==> src/rtl/i2c_cmd_sequencer.sv <==
// Command front-end for i2c_master: queues address/rw/data requests, launches them one
// at a time, and returns read data and status in order, with a per-transaction timeout.
module i2c_cmd_sequencer #(
   parameter int unsigned DEPTH          = 4,
   parameter int unsigned TIMEOUT_CYCLES = 1024,
   parameter logic [2:0]  MASTER_IDLE    = 3'd0
) (
   input  logic                         clk,
   input  logic                         reset,
   input  logic                         cmd_valid,
   output logic                         cmd_ready,
   input  logic [6:0]                   cmd_addr,
   input  logic                         cmd_rw,
   input  logic [7:0]                   cmd_wdata,
   output logic                         rsp_valid,
   input  logic                         rsp_ready,
   output logic [7:0]                   rsp_rdata,
   output logic                         rsp_ack_error,
   output logic                         rsp_timeout,
   output logic                         m_start,
   output logic [6:0]                   m_addr,
   output logic                         m_rw,
   output logic [7:0]                   m_data_in,
   input  logic [7:0]                   m_data_out,
   input  logic                         m_ack_error,
   input  logic [2:0]                   m_state,
   output logic [$clog2(DEPTH+1)-1:0]   fifo_count,
   output logic                         busy
);

   localparam int unsigned PW = (DEPTH > 1) ? $clog2(DEPTH) : 1;
   localparam int unsigned CW = $clog2(DEPTH + 1);
   localparam int unsigned TW = (TIMEOUT_CYCLES > 2) ? $clog2(TIMEOUT_CYCLES) : 1;

   typedef struct packed {
      logic [6:0] addr;
      logic       rw;
      logic [7:0] wdata;
   } cmd_t;

   typedef enum logic [2:0] {
      S_IDLE,
      S_LAUNCH,
      S_WAIT_BUSY,
      S_WAIT_DONE,
      S_RESPOND
   } state_t;

   cmd_t            mem [DEPTH];
   logic [PW-1:0]   wr_ptr;
   logic [PW-1:0]   rd_ptr;
   logic [TW-1:0]   tmo_cnt;
   state_t          state;

   logic            push_c;
   logic            pop_c;
   logic            tmo_hit_c;
   logic            to_idle_c;
   logic [CW-1:0]   count_nxt_c;

   assign push_c    = cmd_valid && cmd_ready;
   assign pop_c     = (state == S_IDLE) && (fifo_count != '0) && (m_state == MASTER_IDLE);
   assign tmo_hit_c = (tmo_cnt == TW'(TIMEOUT_CYCLES - 1));
   assign to_idle_c = ((state == S_IDLE) && !pop_c) || ((state == S_RESPOND) && rsp_ready);

   // Occupancy after this cycle's push/pop; drives the registered ready and busy flags.
   always_comb begin
      count_nxt_c = fifo_count;
      if (push_c && !pop_c) begin
         count_nxt_c = fifo_count + CW'(1);
      end else if (!push_c && pop_c) begin
         count_nxt_c = fifo_count - CW'(1);
      end
   end

   // Storage carries no reset; only pointers and count define validity.
   always_ff @(posedge clk) begin
      if (push_c) begin
         mem[wr_ptr] <= '{addr: cmd_addr, rw: cmd_rw, wdata: cmd_wdata};
      end
   end

   always_ff @(posedge clk or negedge reset) begin
      if (!reset) begin
         state         <= S_IDLE;
         wr_ptr        <= '0;
         rd_ptr        <= '0;
         fifo_count    <= '0;
         cmd_ready     <= 1'b1;
         busy          <= 1'b0;
         tmo_cnt       <= '0;
         m_start       <= 1'b0;
         m_addr        <= '0;
         m_rw          <= 1'b0;
         m_data_in     <= '0;
         rsp_valid     <= 1'b0;
         rsp_rdata     <= '0;
         rsp_ack_error <= 1'b0;
         rsp_timeout   <= 1'b0;
      end else begin
         fifo_count <= count_nxt_c;
         cmd_ready  <= (count_nxt_c != CW'(DEPTH));
         busy       <= !to_idle_c || (count_nxt_c != '0);
         m_start    <= 1'b0;
         if (push_c) begin
            wr_ptr <= wr_ptr + PW'(1);
         end

         case (state)
            S_IDLE: begin
               if (pop_c) begin
                  m_addr    <= mem[rd_ptr].addr;
                  m_rw      <= mem[rd_ptr].rw;
                  m_data_in <= mem[rd_ptr].wdata;
                  rd_ptr    <= rd_ptr + PW'(1);
                  m_start   <= 1'b1;
                  state     <= S_LAUNCH;
               end
            end

            S_LAUNCH: begin
               tmo_cnt <= '0;
               state   <= S_WAIT_BUSY;
            end

            // Timeout wins over a completion seen in the same cycle.
            S_WAIT_BUSY: begin
               if (tmo_hit_c) begin
                  rsp_rdata     <= '0;
                  rsp_ack_error <= 1'b0;
                  rsp_timeout   <= 1'b1;
                  rsp_valid     <= 1'b1;
                  state         <= S_RESPOND;
               end else begin
                  tmo_cnt <= tmo_cnt + TW'(1);
                  if (m_state != MASTER_IDLE) begin
                     state <= S_WAIT_DONE;
                  end
               end
            end

            S_WAIT_DONE: begin
               if (tmo_hit_c) begin
                  rsp_rdata     <= '0;
                  rsp_ack_error <= 1'b0;
                  rsp_timeout   <= 1'b1;
                  rsp_valid     <= 1'b1;
                  state         <= S_RESPOND;
               end else begin
                  tmo_cnt <= tmo_cnt + TW'(1);
                  if (m_state == MASTER_IDLE) begin
                     rsp_rdata     <= m_rw ? m_data_out : 8'h00;
                     rsp_ack_error <= m_ack_error;
                     rsp_timeout   <= 1'b0;
                     rsp_valid     <= 1'b1;
                     state         <= S_RESPOND;
                  end
               end
            end

            S_RESPOND: begin
               if (rsp_ready) begin
                  rsp_valid <= 1'b0;
                  state     <= S_IDLE;
               end
            end

            default: begin
               state <= S_IDLE;
            end
         endcase
      end
   end

endmodule

==> config.mk <==
export PLATFORM = sky130hd
export DESIGN_NAME = i2c_cmd_sequencer
export DESIGN_NICKNAME = d
export VERILOG_FILES = /design/src/rtl/i2c_cmd_sequencer.sv
export SDC_FILE = /design/constraint.sdc
export NUM_CORES = 1
export LEC_CHECK = 0
export CAP_MARGIN = 20
export CORE_MARGIN = 10
export CORE_UTILIZATION = 25
export DETAILED_ROUTE_END_ITERATION = 7
export DONT_BUFFER_PORTS = 1
export PLACE_DENSITY = 0.38
export SLEW_MARGIN = 25
export SYNTH_ARGS = -nofsm -noshare
export SYNTH_HDL_FRONTEND = slang
export SYNTH_SLANG_ARGS = --single-unit
==> constraint.sdc <==
create_clock -name clk -period 2.1 [get_ports clk]
set_clock_uncertainty 0.1 [all_clocks]
set_input_delay 0.21 -clock clk [delete_from_list [all_inputs] [get_ports clk]]
set_output_delay 0.21 -clock clk [all_outputs]
set_load 0.05 [all_outputs]
### Word-level counts from Yosys, hierarchy flattened

Memory sizes are Yosys's and may differ from the RTL's. A register that Yosys moved wholly into a read port is not among the register bits.
Index checks and enable logic that the tools add are counted.

| word-level totals | value |
|---|---|
| flip-flop bits (word level) | 34 |
| bits in writable memories | 64 |
| logic and storage cells | 89 |
| memories | 1 |

Memory list:

| memory | depth | width | read ports | clocked after memory_dff | write ports | RTL line | RTL |
|---|---|---|---|---|---|---|---|
| mem | 4 | 16 | 1 | 1 | 1 | 49 | `cmd_t mem [DEPTH];` |

| cells by class | value |
|---|---|
| add/sub/neg operators | 5 |
| equal/unequal tests | 12 |
| mux-type cells | 32 |
| reduce and logical (&&, ||, !) cells | 27 |

Operator list:

| kind | count |
|---|---|
| $mux W8 | 4 |
| $mux W3 | 8 |
| $pmux W10 S2 | 1 |
| $pmux W8 S2 | 1 |
| $pmux W3 S5 | 1 |
| $mux W1 | 13 |
| $reduce_bool A3 Y1 | 4 |
| $add A10 B1 Y10 const B | 1 |
| $eq A10 B10 Y1 const B | 1 |
| $mux W10 | 1 |
| $ne A3 B3 Y1 const B | 3 |
| $ne A2 B2 Y1 const B | 4 |
| $reduce_and A4 Y1 | 2 |
| $logic_and A1 B1 Y1 | 7 |
| $eq A3 B2 Y1 const B | 2 |
| $logic_not A3 Y1 | 2 |
| $add A2 B1 Y2 const B | 2 |
| $logic_not A1 Y1 | 4 |
| $pmux W1 S2 | 2 |
| $reduce_and A2 Y1 | 2 |
| $reduce_bool A2 Y1 | 2 |
| $add A3 B1 Y3 const B | 1 |
| $eq A3 B1 Y1 const B | 1 |
| $eq A3 B3 Y1 const B | 1 |
| other kinds (5) | 6 |

### Depth between registers and ports, before layout

Gate-level depths: netlist of the first run.

| depth | value |
|---|---|
| depth after elaboration | 8 |
| gate-level depth with buffers | 9 |
| mapped depth without buffers | 8 |

### Worst setup path after synthesis of the first run

Ideal clock, no wire load.

| timing | value |
|---|---|
| kind | flip-flop to flip-flop |
| start | reg fifo_count[0] |
| end | reg busy |
| setup time | 0.139 ns |
| arrival time | 2.116 ns |
| setup slack | -0.255 ns |
| cell stages (with the launch flop) | 8 |
| path through | dfrtp_1 > inv_1 > ha_1 > ha_1 > nor4_1 > a21oi_1 > nor4_1 > o2111ai_1 |

| between the ends | value |
|---|---|
| longest elaborated chain between the ends | 8 |
| elaborated cells on any way between the ends | 15 |
| those cells by class | add/sub: 2; mux: 2; reduce/logical: 11 |

RTL lines:

| what | RTL line | RTL |
|---|---|---|
| start: declaration | 27 | `output logic [$clog2(DEPTH+1)-1:0] fifo_count,` |
| start signal: assignment | 101 | `fifo_count <= count_nxt_c;` |
| parallel branches: the longest is 7 deep, another holds $sub A3 B1 Y3 | -- |  |
| $logic_or A1 B1 Y1 (*) | 103 | `busy <= !to_idle_c \|\| (count_nxt_c != '0);` |
| end signal: assignment | 103 |  |
| end: declaration | 28 | `output logic busy` |

Mark *: on every way between the ends.
A chain may end at the register's enable or synchronous reset.

### Final worst setup path of the first run

Same ends and word-level chain as after synthesis.

==> impl_metrics.json, run 1 <==
{
  "outcome": "finished, final reports clean",
  "total_power_uw": 8770,
  "n_fill_cell": 1769,
  "ys_ff_latch": 114,
  "first_pass_iters": 4,
  "max_slew_margin": 0.6410,
  "endpoint_kind": "flip-flop",
  "synth_top_area_frac": 0.4146,
  "grt_pass1_vias": 2947,
  "netlist_instances": 313,
  "final_antenna_net_count": 0,
  "rsz0062_at_grt": "yes",
  "grt_max_degree": 51,
  "routed_wl_mm": 10.86,
  "die_width_um": 156.2,
  "crit_required_ns": 2.31,
  "synth_commonest_cells": "edfxtp_1 (64), nand2_1 (64), dfrtp_1 (49), mux4_2 (16), inv_1 (11)",
  "synth_area_leaders": "edfxtp_1 (41%), dfrtp_1 (26%), mux4_2 (7.8%), nand2_1 (5.2%), ha_1 (2.2%)",
  "fin_cells": 616,
  "period_share": 0.9536,
  "clock_sinks": 114,
  "crit_arrival_ns": 2.22,
  "timing.fmax_mhz": 499.3,
  "dp_cells": 555,
  "clkTransAtPathRegs_ns": 0.06,
  "drtIter0Drc": 136,
  "yosysTopAreaCell": "edfxtp_1",
  "setup-violations-final": 0,
  "cts_tree": "yes",
  "htreeDepth": 4,
  "core_area_um2": 18090,
  "io_pins": 65,
  "worst_pin_slew_ns": 0.5386,
  "path_class": "flip-flop to flip-flop",
  "placed_area_um2": 5090,
  "grt_overflow": 0,
  "setup-tns-final_ns": 0,
  "wl_met3_um": 669,
  "avgSynthCellArea_um2": 14.81,
  "drt-met1-wl_mm": 4.389,
  "synth_edf_count": 64,
  "clk_latency_ns": 0.41,
  "dpl.hpwl_mm": 7.350,
  "syn2layout_area_growth_pct": 29.34,
  "numCtsBuffers": 17,
  "clockBufferDepth": 2,
  "maxSlewViolCount": 0,
  "worstSetupStartpointType": "flip-flop",
  "n_antenna_cell": 0,
  "route.met2.wl_mm": 5.612,
  "design_area_um2": 5996,
  "drc": 0,
  "final_layout_size_suffix_gt1_frac": 0.2196,
  "ys_seq_area_frac": 0.6848,
  "clock-root-buffer": "clkbuf_16",
  "floorplan.initialDensity": 0.2563,
  "vdd_drop_max_mv": 0.6135,
  "cap_violations": 0,
  "antenna_found_initial": 0,
  "ys_dominant_reg_cell": "edfxtp_1",
  "netlist_area_um2": 4636,
  "crit_fanout": 3,
  "period_minus_slack_ns": 2.003,
  "ys_types": 48,
  "p_leak_uw": 0.002360,
  "synth_nets": 353,
  "p_per_area_nw_per_um2": 1463,
  "num_vias": 2756,
  "hp-class": "input pin to flip-flop",
  "ys.warnings.count": 0,
  "numPortBuffers": 0,
  "async_reset_ff_frac": 0.4386,
  "post_drt_wl_per_cell_um": 17.63,
  "gp_congestion": 0.7328,
  "highest_layer": "met4",
  "grt_first_pass_wirelength_mm": 17.40,
  "via_per_inst": 4.474,
  "die_area_um2": 24390,
  "track_usage": 0.09508,
  "fp.dieH_um": 156.2,
  "hold_violations": 0,
  "final_nets": 414,
  "num_rows": 49
}
[what timing repair did]
action                                  CTS  global route
setup buffers                             0             0
gates resized for setup                   0             3
hold buffers                             29             0
endpoints found under the hold margin   128             0
endpoints found under the setup margin    0            10
[registers in the layout, indices dropped and copies added, names as in the netlist]
name and flops:
mem 64, m_start 1, busy 1, cmd_ready 1, m_addr 7, m_rw 1, m_data_in 8, rsp_rdata 8
tmo_cnt 10, state 3, rd_ptr 2, rsp_ack_error 1, fifo_count 3, rsp_valid 1, rsp_timeout 1, wr_ptr 2
[worst paths after layout]
check                      slack (ns)  cells after the start               startpoint                      end
min                              0.06                      4               m_state[2]  fifo_count[1]$_DFF_PN0_
min reg2reg                      0.41                      1   tmo_cnt[0]$_DFFE_PN0P_   tmo_cnt[0]$_DFFE_PN0P_
min in group asynchronous        0.24                      2                    reset  fifo_count[2]$_DFF_PN0_
max                               0.1                      7  fifo_count[0]$_DFF_PN0_           busy$_DFF_PN0_
max reg2reg                       0.1                      7  fifo_count[0]$_DFF_PN0_           busy$_DFF_PN0_
max in group asynchronous        1.39                      2                    reset      cmd_ready$_DFF_PN1_
[final cells by class]
cell class | count | area (um^2) | area share
Sequential cell | 114 | 3178 | 0.5301
Multi-Input combinational cell | 177 | 1398 | 0.2331
Timing Repair Buffer | 52 | 509.2 | 0.08493
Clock buffer | 24 | 503.0 | 0.08389
Tap cell | 229 | 286.5 | 0.04779
Clock inverter | 8 | 76.32 | 0.01273
Inverter | 12 | 45.04 | 0.007513
[per-stage QoR]
| step | setup WS (ns) | utilization | hold WS (ns) |
|---|---|---|---|
| floorplan | 0.01733 | - | -0.1856 |
| global placement | 0.1302 | 0.2814 | -0.1829 |
| detailed placement | 0.06030 | 0.2814 | -0.1811 |
| CTS | 0.02806 | 0.3305 | 0.01423 |
| global route | -0.03425 | 0.3315 | 0.1108 |
| finish | 0.09735 | 0.3315 | 0.05992 |
[critical path, cell delays in order (launching register included)]
cell	delay, ns
dfrtp_2	0.36
inv_2	0.04
ha_1	0.19
ha_1	0.24
or4_4	0.48
nor3_4	0.22
nor4_2	0.08
o2111ai_1	0.20
[routing by layer]
metal	up-vias	global-route usage
li1	1297	-
met1	1382	0.1065
met2	61	0.1574
met3	16	0.03805
met4	0	0.04090
met5	-	0
[kinds of logic after synthesis]
kind of cell / Yosys count / synth area share
compound gates: 39 / 0.06423
mux: 19 / 0.08421
simple gates: 104 / 0.1115
flops: 114 / 0.6848
xor+xnor: 7 / 0.01323
fa+ha+maj: 8 / 0.02159
buf+inv: 22 / 0.02051
[where the power goes]
part	switching (uW)	total [uW]	internal [uW]
clock	988	2770	1790
combinational	1060	1940	877
sequential	1100	4060	2960
[placed cells by master, fill, tap and decap left out, drive strengths merged, types with 8 or more instances in the layout]
| master | count |
|---|---|
| inv | 11 |
| mux4 | 16 |
| edfxtp | 64 |
| nand2 | 64 |
| a22o | 10 |
| clkbuf | 24 |
| ha | 8 |
| dfrtp | 49 |
| dlygate4sd3 | 28 |
| buf | 24 |
(Power assumes the default switching activity.)
==> run 2: changes to the inputs <==
--- a/config.mk
+++ b/config.mk
@@ -10,7 +10,7 @@
 export CORE_UTILIZATION = 25
 export DETAILED_ROUTE_END_ITERATION = 7
 export DONT_BUFFER_PORTS = 1
-export PLACE_DENSITY = 0.38
+export PLACE_DENSITY = 0.36
 export SLEW_MARGIN = 25
 export SYNTH_ARGS = -nofsm -noshare
 export SYNTH_HDL_FRONTEND = slang
==> constraint.sdc (replaced) <==
create_clock -name clk -period 2.3 [get_ports clk]
set_clock_uncertainty 0.1 [all_clocks]
set_input_delay 0.23 -clock clk [delete_from_list [all_inputs] [get_ports clk]]
set_output_delay 0.23 -clock clk [all_outputs]
set_load 0.05 [all_outputs]
==> run 2 against run 1 <==
Flip-flop and latch count unchanged. Utilization fell by 0.46 points. Via count is 1.2% lower. Largest cell class unchanged. Largest power group unchanged. Sequential share of layout area grew 0.71 points. Wire length down 0.36%. Final area is 1.4% lower. Final cell count fell by 0.49%. Die area unchanged. Clock power down 11%. Worst setup slack improved by 0.21 ns.
==> impl_metrics.json, run 2 (synthesis results as in run 1) <==
{
  "outcome": "finished, final reports clean",
  "p_leak_uw": 0.002324,
  "endpoint_kind": "flip-flop",
  "regMostFlops": "mem",
  "clock_sinks": 114,
  "via_per_inst": 4.442,
  "crit_family": "simple AND/OR/NAND/NOR gates",
  "die_width_um": 156.2,
  "syn2layout_area_growth_pct": 27.53,
  "num_rows": 49,
  "r2r-end": "rsp_rdata[2]$_DFFE_PN0P_",
  "final_antenna_net_count": 0,
  "cp_slowest_cell": "dfrtp_1",
  "cap_violations": 0,
  "whs_path_depth": 4,
  "die_area_um2": 24390,
  "numPortBuffers": 0,
  "gp_congestion": 0.7089,
  "largest_reg_flops": 64,
  "crit_fanout": 9,
  "ff2ff_path_depth": 7,
  "grt_first_pass_wirelength_mm": 17.25,
  "htreeDepth": 4,
  "core_area_um2": 18090,
  "crit_arrival_ns": 2.19,
  "final_nets": 410,
  "grt_overflow": 0,
  "routed_wl_mm": 10.82,
  "track_usage": 0.09411,
  "top_regs": "mem: 64 flops, tmo_cnt: 10 flops",
  "postCtsSetupRepairBufs": 0,
  "floorplan.initialDensity": 0.2563,
  "endpoint": "rsp_rdata[2]$_DFFE_PN0P_",
  "startpoint": "tmo_cnt[0]$_DFFE_PN0P_",
  "worstReg2RegStart": "tmo_cnt[0]$_DFFE_PN0P_",
  "post_drt_wl_per_cell_um": 17.66,
  "final_layout_size_suffix_gt1_frac": 0.2010,
  "period_minus_slack_ns": 1.996,
  "fp.dieH_um": 156.2,
  "clk_latency_ns": 0.41,
  "setup-tns-final_ns": 0,
  "crit_required_ns": 2.49,
  "worst_pin_slew_ns": 0.5537,
  "clkTransAtPathRegs_ns": 0.05,
  "path_class": "flip-flop to flip-flop",
  "crit_buf_inv": 2,
  "setup-violations-final": 0,
  "grt_max_degree": 51,
  "final_cell_mix": "nand2_1 (64), edfxtp_1 (64), dfrtp_1 (48)",
  "final_util": 0.3269,
  "rsz0062_at_grt": "no",
  "rrSetupSlack_ns": 0.30,
  "timing.fmax_mhz": 500.9,
  "maxSlewViolCount": 0,
  "clockBufferDepth": 2,
  "hp-class": "input pin to flip-flop",
  "vdd_drop_max_mv": 0.5004,
  "period_share": 0.8680,
  "num_vias": 2723,
  "worstPathCellList": "ha_1, nand2_1, nor4_4, buf_4, nor3b_2, buf_4, a22o_1",
  "drtIter0Drc": 155,
  "fin_cells": 613,
  "io_pins": 65,
  "clock-root-buffer": "clkbuf_16",
  "numCtsBuffers": 17,
  "crit_cells": 7,
  "first_pass_iters": 4,
  "worst_path_most_repeated_cell": "buf_4",
  "p_per_area_nw_per_um2": 1334,
  "n_fill_cell": 1781,
  "max_slew_margin": 0.6309,
  "grt_pass1_vias": 2973,
  "cts_tree": "yes",
  "worstSetupStartpointType": "flip-flop",
  "holdWs_ns": 0.08029,
  "max_stage_delay_ns": 0.39,
  "dpl.hpwl_mm": 7.212,
  "antenna_found_initial": 1,
  "hold_violations": 0,
  "drc": 0,
  "dp_cells": 551
}
[run 2: changes by cell type in the layout (fill, tap and decap cells not counted), sizes merged]
| cell | before | now |
|---|---|---|
| buf | 24 | 20 |
| clkbuf | 24 | 23 |
| clkinv | 5 | 7 |
| clkinvlp | 3 | 2 |
| diode | 0 | 1 |
[run 2: cell type report]
cell class	count	area [um^2]	share of cell area
sequential	114	3176	0.5371
multi-input combinational	177	1379	0.2332
clock buffer	23	478.0	0.08085
timing repair buffer	48	462.9	0.07831
tap	229	286.5	0.04847
clock inverter	9	82.58	0.01397
inverter	12	45.04	0.007619
antenna	1	2.502	0.0004233
[run 2: metrics by stage]
| stage | setup WS, ns | power, uW | area [um^2] |
|---|---|---|---|
| after floorplan | 0.01525 | 4856 | 4637 |
| after global placement | 0.1658 | 5444 | 5029 |
| after detailed placement | 0.1554 | 5437 | 5029 |
| after CTS | 0.1319 | 8020 | 5897 |
| after global routing | 0.1289 | 8336 | 5912 |
| final | 0.3035 | 7888 | 5912 |
[run 2: routing by layer]
metal | vias to the layer above | routed length [um] | global-route usage
li1 | 1284 | - | -
met1 | 1375 | 4657 | 0.1072
met2 | 50 | 5393 | 0.1531
met3 | 14 | 603 | 0.03832
met4 | 0 | 168 | 0.04045
met5 | - | 0 | 0
[run 2: where the power goes]
part	internal [uW]	total, uW	switching [uW]	leakage (uW)
Clock	1560	2470	907	0.000273
Sequential	2700	3750	1050	0.00122
Combinational	760	1670	911	0.000827
[run 2: what timing repair did]
action                                  CTS  global route
resized for setup                         0             2
endpoints found under the hold margin   127             0
endpoints found under the setup margin    0             9
hold buffers                             29             0
[run 2: worst min path at each step]
stage | slack [ns] | startpoint | endpoint
6_report | 0.08 | m_state[2] | fifo_count[1]$_DFF_PN0_
4_1_cts | 0.06 | m_state[2] | fifo_count[1]$_DFF_PN0_
3_5_place_dp | -0.16 | reset | fifo_count[1]$_DFF_PN0_
2_1_floorplan | -0.17 | reset | busy$_DFF_PN0_
3_3_place_gp | -0.16 | reset | fifo_count[1]$_DFF_PN0_
5_1_grt | 0.11 | m_state[2] | fifo_count[1]$_DFF_PN0_
[run 2: worst min-delay path, stage by stage]
cell      delay (ns)
nor3_2          0.05
nand3_1         0.10
o211ai_1        0.09
o31ai_1         0.07
==> run 3: changes to the inputs <==
--- a/config.mk
+++ b/config.mk
@@ -6,7 +6,7 @@
 export NUM_CORES = 1
 export LEC_CHECK = 0
 export CAP_MARGIN = 20
-export CORE_MARGIN = 10
+export CORE_MARGIN = 2
 export CORE_UTILIZATION = 25
 export DETAILED_ROUTE_END_ITERATION = 7
 export DONT_BUFFER_PORTS = 1
==> constraint.sdc (replaced) <==
create_clock -name clk -period 2.11 [get_ports clk]
set_clock_uncertainty 0.1 [all_clocks]
set_input_delay 0.422 -clock clk [delete_from_list [all_inputs] [get_ports clk]]
set_output_delay 0.422 -clock clk [all_outputs]
set_load 0.05 [all_outputs]
==> run 3 against run 2 <==
The flow now finishes with violations (design-rule violations). Final area down 0.17%. Final cell count is 0.98% lower. Worst hold slack worse by 0.024 ns. Utilization decreased by 0.055 points. Flip-flop and latch count did not move. Fmax shrank 0.23%. Die area down 19%. Clock power increased by 12%. Via count down 0.48%. Register-to-register slack got worse by 0.19 ns. Count of clock-buffer cells in the layout grew 1. Wire length is 2.3% lower. Largest power group unchanged. Highest routed layer unchanged.
==> impl_metrics.json, run 3 (synthesis results as in run 1) <==
{
  "outcome": "finished, violations left",
  "violations": "design-rule violations",
  "worstReg2RegStart": "fifo_count[0]$_DFF_PN0_",
  "antenna_found_initial": 0,
  "crit_arrival_ns": 2.21,
  "floorplan.initialDensity": 0.2563,
  "cp_slowest_cell": "dfrtp_2",
  "via_per_inst": 4.465,
  "setup-violations-final": 0,
  "htreeDepth": 4,
  "grt_max_degree": 51,
  "n_antenna_cell": 0,
  "p_int_uw": 5585,
  "numPortBuffers": 0,
  "track_usage": 0.1156,
  "io_pins": 65,
  "largest_reg_flops": 64,
  "clockBufferDepth": 2,
  "netSwitchingFraction": 0.3585,
  "min_from": "m_data_out[0]",
  "syn2layout_area_growth_pct": 27.31,
  "die_area_um2": 19650,
  "grt_first_pass_wirelength_mm": 16.70,
  "pwr-share-seq": 0.455,
  "top_regs": "mem: 64 flops, tmo_cnt: 10 flops",
  "p_leak_uw": 0.002322,
  "grt_pass1_vias": 2823,
  "total_power_uw": 8707,
  "period_minus_slack_ns": 2.001,
  "max_stage_delay_ns": 0.35,
  "maxSlewViolCount": 0,
  "drc": 4,
  "clk_latency_ns": 0.41,
  "vdd_drop_max_mv": 0.7176,
  "post_drt_wl_per_cell_um": 17.43,
  "final_util": 0.3263,
  "gp_congestion": 0.7373,
  "core_area_um2": 18090,
  "first_pass_iters": 8,
  "clock_sinks": 114,
  "crit_family": "compound AO/OA/AOI/OAI gates",
  "num_rows": 49,
  "final_antenna_net_count": 0,
  "worstSetupStartpointType": "flip-flop",
  "holdWs_ns": 0.05661,
  "grt_overflow": 0,
  "power.switching_uw": 3122,
  "drtIter0Drc": 170,
  "design_area_um2": 5902,
  "clkTransAtPathRegs_ns": 0.05,
  "clock-root-buffer": "clkbuf_16",
  "max_slew_margin": 0.6191,
  "path_class": "flip-flop to flip-flop",
  "period_share": 0.9484,
  "n_fill_cell": 1761,
  "numCtsBuffers": 17,
  "worst_pin_slew_ns": 0.5688,
  "cap_violations": 0,
  "hp-class": "input pin to flip-flop",
  "placed_area_um2": 5091,
  "combPwrFrac": 0.227,
  "num_vias": 2710,
  "crit_buf_inv": 1,
  "worstPathCellList": "inv_1, ha_1, ha_1, nor4_2, a21oi_1, a2bb2o_1, o2111ai_1",
  "worst_path_most_repeated_cell": "ha_1",
  "crit_required_ns": 2.32,
  "routed_wl_mm": 10.58,
  "die_width_um": 140.2,
  "regMostFlops": "mem",
  "timing.fmax_mhz": 499.7,
  "dpl.hpwl_mm": 6.692,
  "final_layout_size_suffix_gt1_frac": 0.2222,
  "cts_tree": "yes",
  "endpoint_kind": "flip-flop",
  "startpoint": "fifo_count[0]$_DFF_PN0_",
  "p_per_area_nw_per_um2": 1475,
  "fp.dieH_um": 140.2,
  "power_frac_clock": 0.318,
  "final_cell_mix": "nand2_1 (64), edfxtp_1 (64), dfrtp_1 (47)",
  "rsz0062_at_grt": "yes",
  "crit_fanout": 5,
  "hold_violations": 0,
  "final_nets": 405
}
[run 3: cell count changes in the layout (fill, tap and decap cells not counted)]
cell           delta
dlygate4sd3_1    -10
dfrtp_2           +1
nor3_2            -1
clkinv_1          -1
clkinv_2          -1
diode_2           -1
buf_4             +3
buf_12            +2
clkinvlp_4        +2
dfrtp_1           -1
clkinv_4          -1
nor3_4            +1
clkbuf_16         +1
[run 3: what timing repair did]
| item | in CTS | in global routing |
|---|---|---|
| endpoints found under the hold margin | 115 | 0 |
| pin swaps | 0 | 1 |
| hold buffers | 19 | 0 |
| gates resized for setup | 1 | 2 |
| buffers inserted | 0 | 1 |
| endpoints found under the setup margin | 2 | 14 |
[run 3: cell type report]
cell class	count	area [um^2]	share of cell area
Tap cell	229	286.5	0.04855
Clock inverter	8	76.32	0.01293
Timing Repair Buffer	43	425.4	0.07208
Inverter	12	48.80	0.008268
Sequential cell	114	3177	0.5383
Clock buffer	24	503.0	0.08522
Multi-Input combinational cell	177	1385	0.2347
[run 3: path summary, 6_finish.rpt]
| path | to | slack [ns] | cells past startpoint |
|---|---|---|---|
| max | busy$_DFF_PN0_ | 0.11 | 7 |
| min | rsp_rdata[0]$_DFFE_PN0P_ | 0.06 | 1 |
| max reg2reg | busy$_DFF_PN0_ | 0.11 | 7 |
| min reg2reg | tmo_cnt[0]$_DFFE_PN0P_ | 0.42 | 1 |
| max in group asynchronous | cmd_ready$_DFF_PN1_ | 1.18 | 2 |
| min in group asynchronous | m_data_in[3]$_DFFE_PN0P_ | 0.46 | 2 |
[run 3: power by group through the flow]
stage / Combinational [uW] / Sequential, uW / Clock [uW]
floorplan: 1200 / 4100 / 0
global placement: 1950 / 4010 / 0
detailed placement: 1940 / 4020 / 0
CTS: 2030 / 3980 / 2860
global route: 2190 / 4040 / 2970
finish: 1980 / 3960 / 2770
[run 3: metrics by stage]
stage | instances | setup WS [ns] | TNS (ns)
finish | 607 | 0.1089 | 0
global route | 607 | -0.01328 | -0.02318
CTS | 606 | 0.08859 | 0
detailed placement | 555 | -0.02888 | -0.04495
global placement | 555 | 0.03008 | 0
floorplan | 313 | -0.005090 | -0.005090
[run 3: layer usage]
metal  GRT usage  part of all wire  wire [um]  vias to the layer above
li1            -                 -          -                     1276
met1      0.1387              0.45       4723                     1367
met2      0.1901              0.50       5237                       57
met3     0.04034             0.045        472                       10
met4     0.04785             0.014        145                        0
met5           0                 0          0                        -
